==> src/rtl/pll_seq_pkg.sv <==
// Shared types and defaults for the PLL lock sequencer.
package pll_seq_pkg;

  typedef enum logic [2:0] {
    ST_HOLD,
    ST_WAIT_LOCK,
    ST_STABLE,
    ST_RUN,
    ST_FAULT
  } pll_state_e;

  localparam int RETRY_W = 2;

  localparam int DEF_RESET_HOLD_CYCLES   = 12;
  localparam int DEF_LOCK_TIMEOUT_CYCLES = 12000;
  localparam int DEF_LOCK_STABLE_CYCLES  = 1200;
  localparam int DEF_MAX_RETRIES         = 3;

  // Largest of the three cycle parameters; sizes the shared counter.
  function automatic int max3(input int a, input int b, input int c);
    int m;
    m = (a > b) ? a : b;
    return (m > c) ? m : c;
  endfunction

endpackage

==> src/rtl/sync2_bit.sv <==
// Two-flop synchronizer for a single asynchronous bit, sync reset to 0.
module sync2_bit (
  input  logic clk_i,
  input  logic rst_i,
  input  logic d_i,
  output logic q_o
);
  logic meta_q;
  logic sync_q;

  // Shift the raw bit through two flops to settle metastability.
  always_ff @(posedge clk_i) begin
    if (rst_i) begin
      meta_q <= 1'b0;
      sync_q <= 1'b0;
    end else begin
      meta_q <= d_i;
      sync_q <= meta_q;
    end
  end

  assign q_o = sync_q;
endmodule

==> src/rtl/pll_lock_sequencer.sv <==
// PLL power-up / lock sequencer on the reference clock.
// Hold PLL in reset, wait for lock, require a stable lock window, then
// release the core-domain reset. Timeouts retry up to MAX_RETRIES, then FAULT.
// Build option: PLL_SEQ_LOSS_RECOVERY_EN -- when defined, loss of lock in RUN
// restarts the sequence; otherwise it only sets a sticky lock_lost_q flag.
module pll_lock_sequencer
  import pll_seq_pkg::*;
#(
  parameter int RESET_HOLD_CYCLES   = DEF_RESET_HOLD_CYCLES,
  parameter int LOCK_TIMEOUT_CYCLES = DEF_LOCK_TIMEOUT_CYCLES,
  parameter int LOCK_STABLE_CYCLES  = DEF_LOCK_STABLE_CYCLES,
  parameter int MAX_RETRIES         = DEF_MAX_RETRIES
) (
  input  logic               REFERENCECLK,
  input  logic               RESET,
  input  logic               PLL_LOCK,
  input  logic               RELOCK_REQ,
  output logic               PLL_RESETB,
  output logic               CORE_RESET,
  output logic               READY,
  output logic               FAULT,
  output logic [RETRY_W-1:0] RETRY_COUNT
);

  localparam int CNT_MAX = max3(RESET_HOLD_CYCLES, LOCK_TIMEOUT_CYCLES, LOCK_STABLE_CYCLES);
  localparam int CNT_W   = (CNT_MAX > 1) ? $clog2(CNT_MAX) : 1;

  // Counter runs load..0, so each load is the cycle count minus one.
  localparam logic [CNT_W-1:0] HOLD_LD   = CNT_W'(RESET_HOLD_CYCLES - 1);
  localparam logic [CNT_W-1:0] TOUT_LD   = CNT_W'(LOCK_TIMEOUT_CYCLES - 1);
  localparam logic [CNT_W-1:0] STABLE_LD = CNT_W'(LOCK_STABLE_CYCLES - 1);

  logic lock_s;

  pll_state_e         state_q, state_d;
  logic [CNT_W-1:0]   cnt_q, cnt_d;
  logic [RETRY_W-1:0] retry_q, retry_d;
  logic               pll_resetb_q, core_reset_q, ready_q, fault_q;
`ifndef PLL_SEQ_LOSS_RECOVERY_EN
  logic               lock_lost_q, lock_lost_d;
`endif

  sync2_bit u_lock_sync (
    .clk_i (REFERENCECLK),
    .rst_i (RESET),
    .d_i   (PLL_LOCK),
    .q_o   (lock_s)
  );

  // Next-state, shared counter and retry bookkeeping.
  always_comb begin
    state_d = state_q;
    cnt_d   = cnt_q;
    retry_d = retry_q;
`ifndef PLL_SEQ_LOSS_RECOVERY_EN
    lock_lost_d = lock_lost_q;
`endif
    if (RELOCK_REQ) begin
      state_d = ST_HOLD;
      cnt_d   = HOLD_LD;
      retry_d = '0;
`ifndef PLL_SEQ_LOSS_RECOVERY_EN
      lock_lost_d = 1'b0;
`endif
    end else begin
      case (state_q)
        ST_HOLD: begin
          if (cnt_q == '0) begin
            state_d = ST_WAIT_LOCK;
            cnt_d   = TOUT_LD;
          end else begin
            cnt_d = cnt_q - 1'b1;
          end
        end
        ST_WAIT_LOCK: begin
          // Lock wins over a coincident timeout.
          if (lock_s) begin
            state_d = ST_STABLE;
            cnt_d   = STABLE_LD;
          end else if (cnt_q == '0) begin
            if (int'(retry_q) < MAX_RETRIES) begin
              retry_d = retry_q + RETRY_W'(1);
              state_d = ST_HOLD;
              cnt_d   = HOLD_LD;
            end else begin
              state_d = ST_FAULT;
              cnt_d   = '0;
            end
          end else begin
            cnt_d = cnt_q - 1'b1;
          end
        end
        ST_STABLE: begin
          // Any drop restarts the lock wait with a fresh timeout.
          if (!lock_s) begin
            state_d = ST_WAIT_LOCK;
            cnt_d   = TOUT_LD;
          end else if (cnt_q == '0) begin
            state_d = ST_RUN;
            cnt_d   = '0;
          end else begin
            cnt_d = cnt_q - 1'b1;
          end
        end
        ST_RUN: begin
          if (!lock_s) begin
`ifdef PLL_SEQ_LOSS_RECOVERY_EN
            state_d = ST_HOLD;
            cnt_d   = HOLD_LD;
            retry_d = '0;
`else
            lock_lost_d = 1'b1;
`endif
          end
        end
        ST_FAULT: begin
          state_d = ST_FAULT;
        end
        default: begin
          state_d = ST_HOLD;
          cnt_d   = HOLD_LD;
        end
      endcase
    end
  end

  // State register; outputs are decoded from the next state so each one
  // changes on the edge that enters its state.
  always_ff @(posedge REFERENCECLK) begin
    if (RESET) begin
      state_q      <= ST_HOLD;
      cnt_q        <= HOLD_LD;
      retry_q      <= '0;
      pll_resetb_q <= 1'b0;
      core_reset_q <= 1'b1;
      ready_q      <= 1'b0;
      fault_q      <= 1'b0;
`ifndef PLL_SEQ_LOSS_RECOVERY_EN
      lock_lost_q  <= 1'b0;
`endif
    end else begin
      state_q      <= state_d;
      cnt_q        <= cnt_d;
      retry_q      <= retry_d;
      pll_resetb_q <= (state_d == ST_WAIT_LOCK) || (state_d == ST_STABLE) || (state_d == ST_RUN);
      core_reset_q <= (state_d != ST_RUN);
      ready_q      <= (state_d == ST_RUN);
      fault_q      <= (state_d == ST_FAULT);
`ifndef PLL_SEQ_LOSS_RECOVERY_EN
      lock_lost_q  <= lock_lost_d;
`endif
    end
  end

  assign PLL_RESETB  = pll_resetb_q;
  assign CORE_RESET  = core_reset_q;
  assign READY       = ready_q;
  assign FAULT       = fault_q;
  assign RETRY_COUNT = retry_q;

endmodule

==> config.mk <==
export PLATFORM = sky130hd
export DESIGN_NAME = pll_lock_sequencer
export DESIGN_NICKNAME = d
export VERILOG_FILES = /design/src/rtl/pll_seq_pkg.sv /design/src/rtl/sync2_bit.sv /design/src/rtl/pll_lock_sequencer.sv
export SDC_FILE = /design/constraint.sdc
export NUM_CORES = 1
export LEC_CHECK = 0
export CORE_MARGIN = 2
export CORE_UTILIZATION = 31
export CTS_CLUSTER_SIZE = 28
export DETAILED_ROUTE_END_ITERATION = 8
export SYNTH_ARGS = -nofsm -noshare
export SYNTH_HDL_FRONTEND = slang
export SYNTH_SLANG_ARGS = --single-unit
==> constraint.sdc <==
create_clock -name REFERENCECLK -period 2.6 [get_ports REFERENCECLK]
set_clock_uncertainty 0.05 [all_clocks]
set_input_delay 0.26 -clock REFERENCECLK [delete_from_list [all_inputs] [get_ports REFERENCECLK]]
set_output_delay 0.26 -clock REFERENCECLK [all_outputs]
set_load 0.005 [all_outputs]
Yosys cells after proc, flatten, opt, wreduce, memory -nomap -nowiden:

Index checks and enable logic that the tools add are counted.

* register bits after elaboration: 25
* bits in latches: 0
* memory bits (writable): 0
* memory bits (read-only): 0
* bits of input ports: 4
* memories: 0

* add/subtract/negate cells: 2
* $mul: 0
* div/mod/pow operators: 0
* magnitude comparators: 1
* eq/ne operators: 9
* shift operators: 0
* multiplexer cells: 15
* bitwise operators: 1
* reduce and logical (&&, ||, !) cells: 7

Operators by type and width (number)
* $mux W14: 5
* $pmux W14 S4: 1
* $mux W3: 7
* $pmux W3 S5: 1
* $logic_not A14 Y1: 1
* $sub A14 B1 Y14 const B: 1
* $eq A3 B2 Y1 const B: 4
* $eq A3 B1 Y1 const B: 2
* $eq A3 B3 Y1 const B: 2
* $mux W4: 1
* $reduce_and A4 Y1: 1
* $reduce_or A2 Y1: 2
* $logic_not A3 Y1: 1
* $ne A3 B2 Y1 const B: 1
* $add A2 B1 Y2 const B: 1
* $logic_or A1 B1 Y1: 2
* $lt A2 B2 Y1 const B: 1
* $not A1 Y1: 1

Logic depth before layout (Yosys ltp):

Gate-level depths: netlist of the first run.

* depth in word-level cells: 9
* mapped depth: 8
* mapped depth without buffers: 7

Cells and area by module:

From an unflattened synthesis of the first run, not the netlist that was laid out.

* cells, all modules: 192
* area total of the unflattened synthesis: 1525.2 µm²

By module, submodules not included
* pll_lock_sequencer: times used 1, cells each 188, area each 1472.7 µm², seq. area each 460.4 µm²
* sync2_bit: times used 1, cells each 4, area each 52.6 µm², seq. area each 40.0 µm²

Least setup slack after synthesis of the first run:

Ideal clock, no wire load.

* kind: reg-to-reg
* start point: register cnt_q[0]
* end point: register cnt_q[13]
* arrival time: 1794 ps
* required time: 2430 ps
* slack: 637 ps
* stages on the path, launching flop included: 8
* buffers on the path: 0
* clock period less this slack: 1963 ps
* cells stage by stage: dfxtp_1 -> inv_1 -> ha_1 -> nor4b_1 -> nand4_1 -> o211ai_2 -> o21ai_0 -> a211o_1

* cells in the longest elaborated chain, start to end: 4

Ends and longest elaborated chain
* from (decl): RTL line pll_lock_sequencer.sv:36 `logic [CNT_W-1:0] cnt_q, cnt_d;`
* from (signal assigned): RTL line pll_lock_sequencer.sv:143 `cnt_q <= cnt_d;`
* $sub A14 B1 Y14 / $logic_not A14 Y1 (equally long branches)
* $mux W14, on equally long branches: RTL line pll_lock_sequencer.sv:98, pll_lock_sequencer.sv:80
* $mux W14, on equally long branches: RTL line pll_lock_sequencer.sv:95, pll_lock_sequencer.sv:77
* $pmux W14 S4 *: RTL line pll_lock_sequencer.sv:66 `case (state_q)`

Every way passes the cells marked *; elsewhere a longest branch is shown, timed or not.
A chain may end at the register's enable or synchronous reset.

Final worst setup path of the first run:

Same ends and word-level chain as after synthesis.

==> reports/metrics.csv, run 1 <==
metric;value;unit
Layout area overhead;14.6;%
# rows;25;
number of global-route vias before repair;1293;
Worst Hold Depth;1;
Skew-Pair Late Insertion Delay;270;ps
aggregate global-route resource usage;15.0;%
post-cts sizing count;0;
worst-margin pin slew;631;ps
CTS tree;built;
slew margin rel.;57.5;%
Worst R2R Start;cnt_q[0];
leak pwr;0.000615;uW
hpwl dp;2580;um
setup ws final;354;ps
placer congestion estimate;0.973;
Clock transition at path regs;90;ps
Seq cells post-synth;25;
PortBufs;9;
Pre-Repair DR Iteration Count;4;
period utilisation layout;86.4;%
worst-path fanout max;8;
Hold Fails Final Rpt;0;
EDFF count, synth;0;
Slew Limit Fails;0;
htree depth;1;
largest net degree at the start of global routing;19;
routed wire length;3520;um
ANT cells;0;
cts bufs inserted;3;
RSZ-0062 raised after global routing;false;
first-pass GRT wire length;6300;um
max_cap viols;0;
crit path to;cnt_q[13];
Hold WC Path Type;register to register;
ys async rst share;0;%
# DRC;0;
clock tree buffer depth;2;
VDD IR max;0.000208;V
Post-CTS Setup Repair Bufs;0;
Hold Buf Count CTS;0;
vias post-DR;1384;
CTS root buf;clkbuf_8;
Final setup viols;0;
Fin Setup TNS;0;ps
initial antenna violation count;0;
syn_area_per_cell;8.15;sq um
die width;72.8;um
synthesized net count;187;
GR Overflow Total;0;
commonest cells after routing, fill and taps aside;dfxtp_1 (25), nor2_1 (22), nand2_1 (12), a21oi_1 (11);
Post-Syn Area;1470;sq um
number of nets with antenna violations after routing;0;
Setup Crit Path Kind;register to register;
CP endpoint kind;register;
vias per inst;5.67;
effective utilization at floorplan;31.7;%
worst setup path start;cnt_q[0];
post-synthesis cell count;180;
overall die height;72.8;um
R2R setup slack;350;ps
die area;5300;sq um
drt wl/cell;14.4;um
pwr/cell area;389;nW/um^2
WP data required;2770;ps
pre-CTS WS;315;ps
Iter 0 DRT Violations;137;
Max Freq;0.445;GHz
Num Clock Sinks;25;
Worst setup SP type;register;
register area share after synthesis;34.1;%
status;complete, no violations;
R2R cell count;7;
CP arrival;2420;ps
reg-to-reg critical path endpoint;cnt_q[13];
IO Count;10;
Tmin final;2250;ps
layout cell share with drive strength beyond 1;13.7;%
commonest non-fill, non-tap cell in the layout;dfxtp_1;
core area;4630;sq um
Synth cell types;48;
ys flop type;dfxtp_1;
synth warn;0;
NumNets Final;198;
-- final cells by class --
cell class                 instances  area [sq um]
clock buffer                       3          41.3
clock inverter                     1          5.00
fill                             495          2950
inverter                           6          22.5
multi-input combinational        140           908
sequential                        25           500
tap                               54          67.6
timing repair buffer              15           135
-- worst max-delay path, cell delays in order (launching register included) --
cell and delay (ps):
dfxtp_1 350, inv_1 110, ha_1 160, or4b_1 570, nor4_4 420, a32oi_1 280, nor2_2 160, a211o_1 100
-- cell usage after synthesis (all sizes together) (5+ instances only) --
master   n  area, sq um
o21ai    6         30.0
a31oi    8         50.1
clkbuf   8         30.0
nor2    23         88.8
inv      6         22.5
o211ai   6         50.1
nand2   12         45.0
dfxtp   25          500
nor3    10         55.1
nor4     6         58.8
or2      5         31.3
a21oi   11         55.1
-- power breakdown --
part           leakage [uW]  internal (uW)  total, uW  switching, uW
clock network     0.0000255            107        237            129
registers          0.000202            386        388           2.25
logic              0.000388           12.4       28.5           16.1
total              0.000615            505        653            148
-- routing by layer --
layer / part of all wire [%] / global-route usage, %
met2: 46 / 23.6
met5: 0 / 0
met4: 1.9 / 4.94
met3: 3.0 / 2.21
met1: 49 / 20.9
-- state kept, by name, summed over array words and instances, names as in the netlist --
register,count
CORE_RESET,1
FAULT,1
PLL_RESETB,1
READY,1
RETRY_COUNT,2
cnt_q,14
state_q,3
u_lock_sync.meta_q,1
u_lock_sync.q_o,1
-- worst min-delay path by stage --
stage | slack (ps) | end | from
3_3_place_gp | 370 | u_lock_sync.q_o | u_lock_sync.meta_q
6_report | 390 | u_lock_sync.q_o | u_lock_sync.meta_q
4_1_cts | 400 | u_lock_sync.q_o | u_lock_sync.meta_q
3_5_place_dp | 370 | u_lock_sync.q_o | u_lock_sync.meta_q
5_1_grt | 420 | u_lock_sync.q_o | u_lock_sync.meta_q
2_1_floorplan | 280 | u_lock_sync.meta_q | RESET
-- through the flow --
| stage | std cells | total power [uW] | utilization, % | cell area [sq um] | hold slack [ps] |
|---|---|---|---|---|---|
| after CTS | 242 | 662 | 36.0 | 1670 | 395 |
| after global placement | 238 | 425 | 35.0 | 1620 | 372 |
| after global routing | 244 | 682 | 36.3 | 1680 | 423 |
| final | 244 | 653 | 36.3 | 1680 | 392 |
| after floorplan | 180 | 414 | - | 1470 | 282 |
| after detailed placement | 238 | 425 | 35.0 | 1620 | 373 |
-- cells by family after synthesis --
family | after synthesis | share of synthesized area [%]
buffers and inverters | 15 | 3.92
AND/OR/NAND/NOR | 82 | 32.0
adder cells (fa/ha/maj) | 3 | 2.56
multiplexers | 4 | 2.73
XOR/XNOR | 4 | 2.39
flip-flops | 25 | 34.1
AO/OA/AOI/OAI | 47 | 22.3
(Power assumes the default switching activity.)
==> run 2, diff against run 1 <==
CELL_PAD_IN_SITES_DETAIL_PLACEMENT = 0   (was not set)
CELL_PAD_IN_SITES_GLOBAL_PLACEMENT = 2   (was not set)
PLACE_DENSITY_LB_ADDON = 0.1   (was not set)
REMOVE_ABC_BUFFERS = 1   (was not set)
==> run 2 against run 1 <==
Against the previous run:
- sequential share of layout area up 0.13 points
- critical path depth unchanged
- utilization down 0.16 points
- critical path type unchanged
- largest cell class unchanged
- largest power group unchanged
- highest routed layer unchanged
==> reports/metrics.csv, run 2 (synthesized netlist as in run 1, its figures left out) <==
metric;value;unit;change
status;complete, no violations;;
worst-margin pin slew;725;ps;+93.3 ps
CTS root buf;clkbuf_8;;
smallest hold slack;399;ps;+7.31 ps
Post-CTS Setup Repair Bufs;0;;unchanged
core area;4630;sq um;unchanged
Worst Hold Depth;1;;unchanged
die area;5300;sq um;unchanged
Biggest register;cnt_q;;
initial antenna violation count;0;;unchanged
Worst R2R Start;cnt_q[0];;
CP endpoint kind;register;;
R2R setup slack;270;ps;-90 ps
die width;72.8;um;unchanged
overall die height;72.8;um;unchanged
hpwl dp;3060;um;+19%
max_cap viols;0;;unchanged
Largest register FFs;14;;unchanged
number of global-route vias before repair;1405;;+8.7%
largest net degree at the start of global routing;19;;unchanged
ANT cells;0;;unchanged
Clock transition at path regs;100;ps;about the same
cts bufs inserted;3;;unchanged
first-pass GRT wire length;6750;um;+7.1%
Iter 0 DRT Violations;89;;-35%
multi-input combinational cell area;908;sq um;unchanged
Seq. cell area;500;sq um;unchanged
reg-to-reg critical path endpoint;cnt_q[13];;
PortBufs;9;;unchanged
Hold Fails Final Rpt;0;;unchanged
post-cts sizing count;0;;unchanged
htree depth;1;;unchanged
pwr/cell area;395;nW/um^2;+1.7%
Skew-Pair Late Insertion Delay;270;ps;about the same
setup ws final;267;ps;-87.1 ps
vias per inst;5.80;;+2.2%
Hold Buf Count CTS;0;;unchanged
Max Freq;0.429;GHz;-3.7%
Setup Crit Path Kind;register to register;;
Cell Int Power;506;uW;about the same
Hold WC Path Type;register to register;;
effective utilization at floorplan;31.7;%;unchanged
vias post-DR;1409;;+1.8%
WHS Endpoint;u_lock_sync.q_o;;
Layout area overhead;14.1;%;
RSZ-0062 raised after global routing;false;;
Worst setup SP type;register;;
NumNets Final;197;;-0.51%
clock tree buffer depth;2;;unchanged
commonest non-fill, non-tap cell in the layout;dfxtp_1;;
leak pwr;0.000610;uW;-0.82%
NetSw;155;uW;+5.2%
placer congestion estimate;0.820;;-16%
VDD IR max;0.000184;V;-11%
Slew Limit Fails;0;;unchanged
pre-CTS WS;315;ps;-0.128 ps
R2R cell count;7;;unchanged
GR Overflow Total;0;;unchanged
period utilisation layout;89.7;%;+3.4 points
Final setup viols;0;;unchanged
number of nets with antenna violations after routing;0;;unchanged
layout cell share with drive strength beyond 1;13.2;%;-0.46 points
commonest cells after routing, fill and taps aside;dfxtp_1 (25), nor2_1 (22), nand2_1 (12), a21oi_1 (11);;
worst-path fanout max;5;;-3
CTS tree;built;;
IO Count;10;;unchanged
Tmin final;2330;ps;+87.1 ps
# rows;25;;unchanged
slew margin rel.;51.2;%;-6.3 points
Gate power share;4.2;%;-0.2 points
Sw Share;23.5;%;+0.89 points
Fin Setup TNS;0;ps;unchanged
Num Clock Sinks;25;;unchanged
CP arrival;2460;ps;+40 ps
critical hold path startpoint;u_lock_sync.meta_q;;
Flop pwr share;59.0;%;-0.4 points
# DRC;0;;unchanged
Pre-Repair DR Iteration Count;4;;unchanged
drt wl/cell;16.7;um;+16%
fillcell total;496;;+0.20%
routed wire length;4050;um;+15%
WP data required;2730;ps;-40 ps
clock power share;36.9;%;+0.7 points
aggregate global-route resource usage;16.3;%;+1.4 points
==> run 2: layout make-up <==
| class | count | area share, % |
|---|---|---|
| multi-input cells | 140 | 54.3 |
| flip-flops and latches | 25 | 29.9 |
| repair buffers | 14 | 7.63 |
| well taps | 54 | 4.04 |
| clock buffers | 3 | 2.47 |
| inverters | 6 | 1.35 |
| clock inverters | 1 | 0.299 |
==> run 2: routing by layer <==
layer | global-route usage (%) | wire (um) | up-vias
met2 | 27.2 | 1940 | 54
met3 | 3.59 | 271 | 7
met5 | 0 | 0 | -
met1 | 20.8 | 1780 | 665
met4 | 5.76 | 57 | 0
li1 | - | - | 683
==> run 2: worst max-delay path by stage <==
stage,from,endpoint,slack (ps),cells past startpoint
6_report,cnt_q[0],cnt_q[13],270,7
3_3_place_gp,cnt_q[0],cnt_q[13],270,7
2_1_floorplan,cnt_q[0],cnt_q[13],640,7
5_1_grt,cnt_q[0],cnt_q[13],150,7
4_1_cts,cnt_q[0],cnt_q[13],290,7
3_5_place_dp,cnt_q[0],cnt_q[13],310,7
==> run 2: critical path, stage by stage, from the launching register on <==
cell      delay, ps
dfxtp_1         350
inv_1           110
ha_1            170
nor4b_1         380
nand4_1         360
o211ai_2        370
o21ai_0         150
a211o_1         300
==> run 2: power groups by stage <==
stage	clock network [uW]	logic (uW)	registers, uW
after floorplan	0	14.8	398
after global placement	0	27.2	399
after detailed placement	0	27.6	399
after CTS	245	27.8	390
after global routing	259	30.5	390
final	244	27.5	390
==> run 2: per-stage QoR <==
step	utilization (%)	area [sq um]	instances	total power, uW
after floorplan	-	1430	171	412
after global placement	35.1	1630	239	426
after detailed placement	35.1	1630	239	426
after CTS	36.1	1670	243	662
after global routing	36.1	1670	243	680
final	36.1	1670	243	661
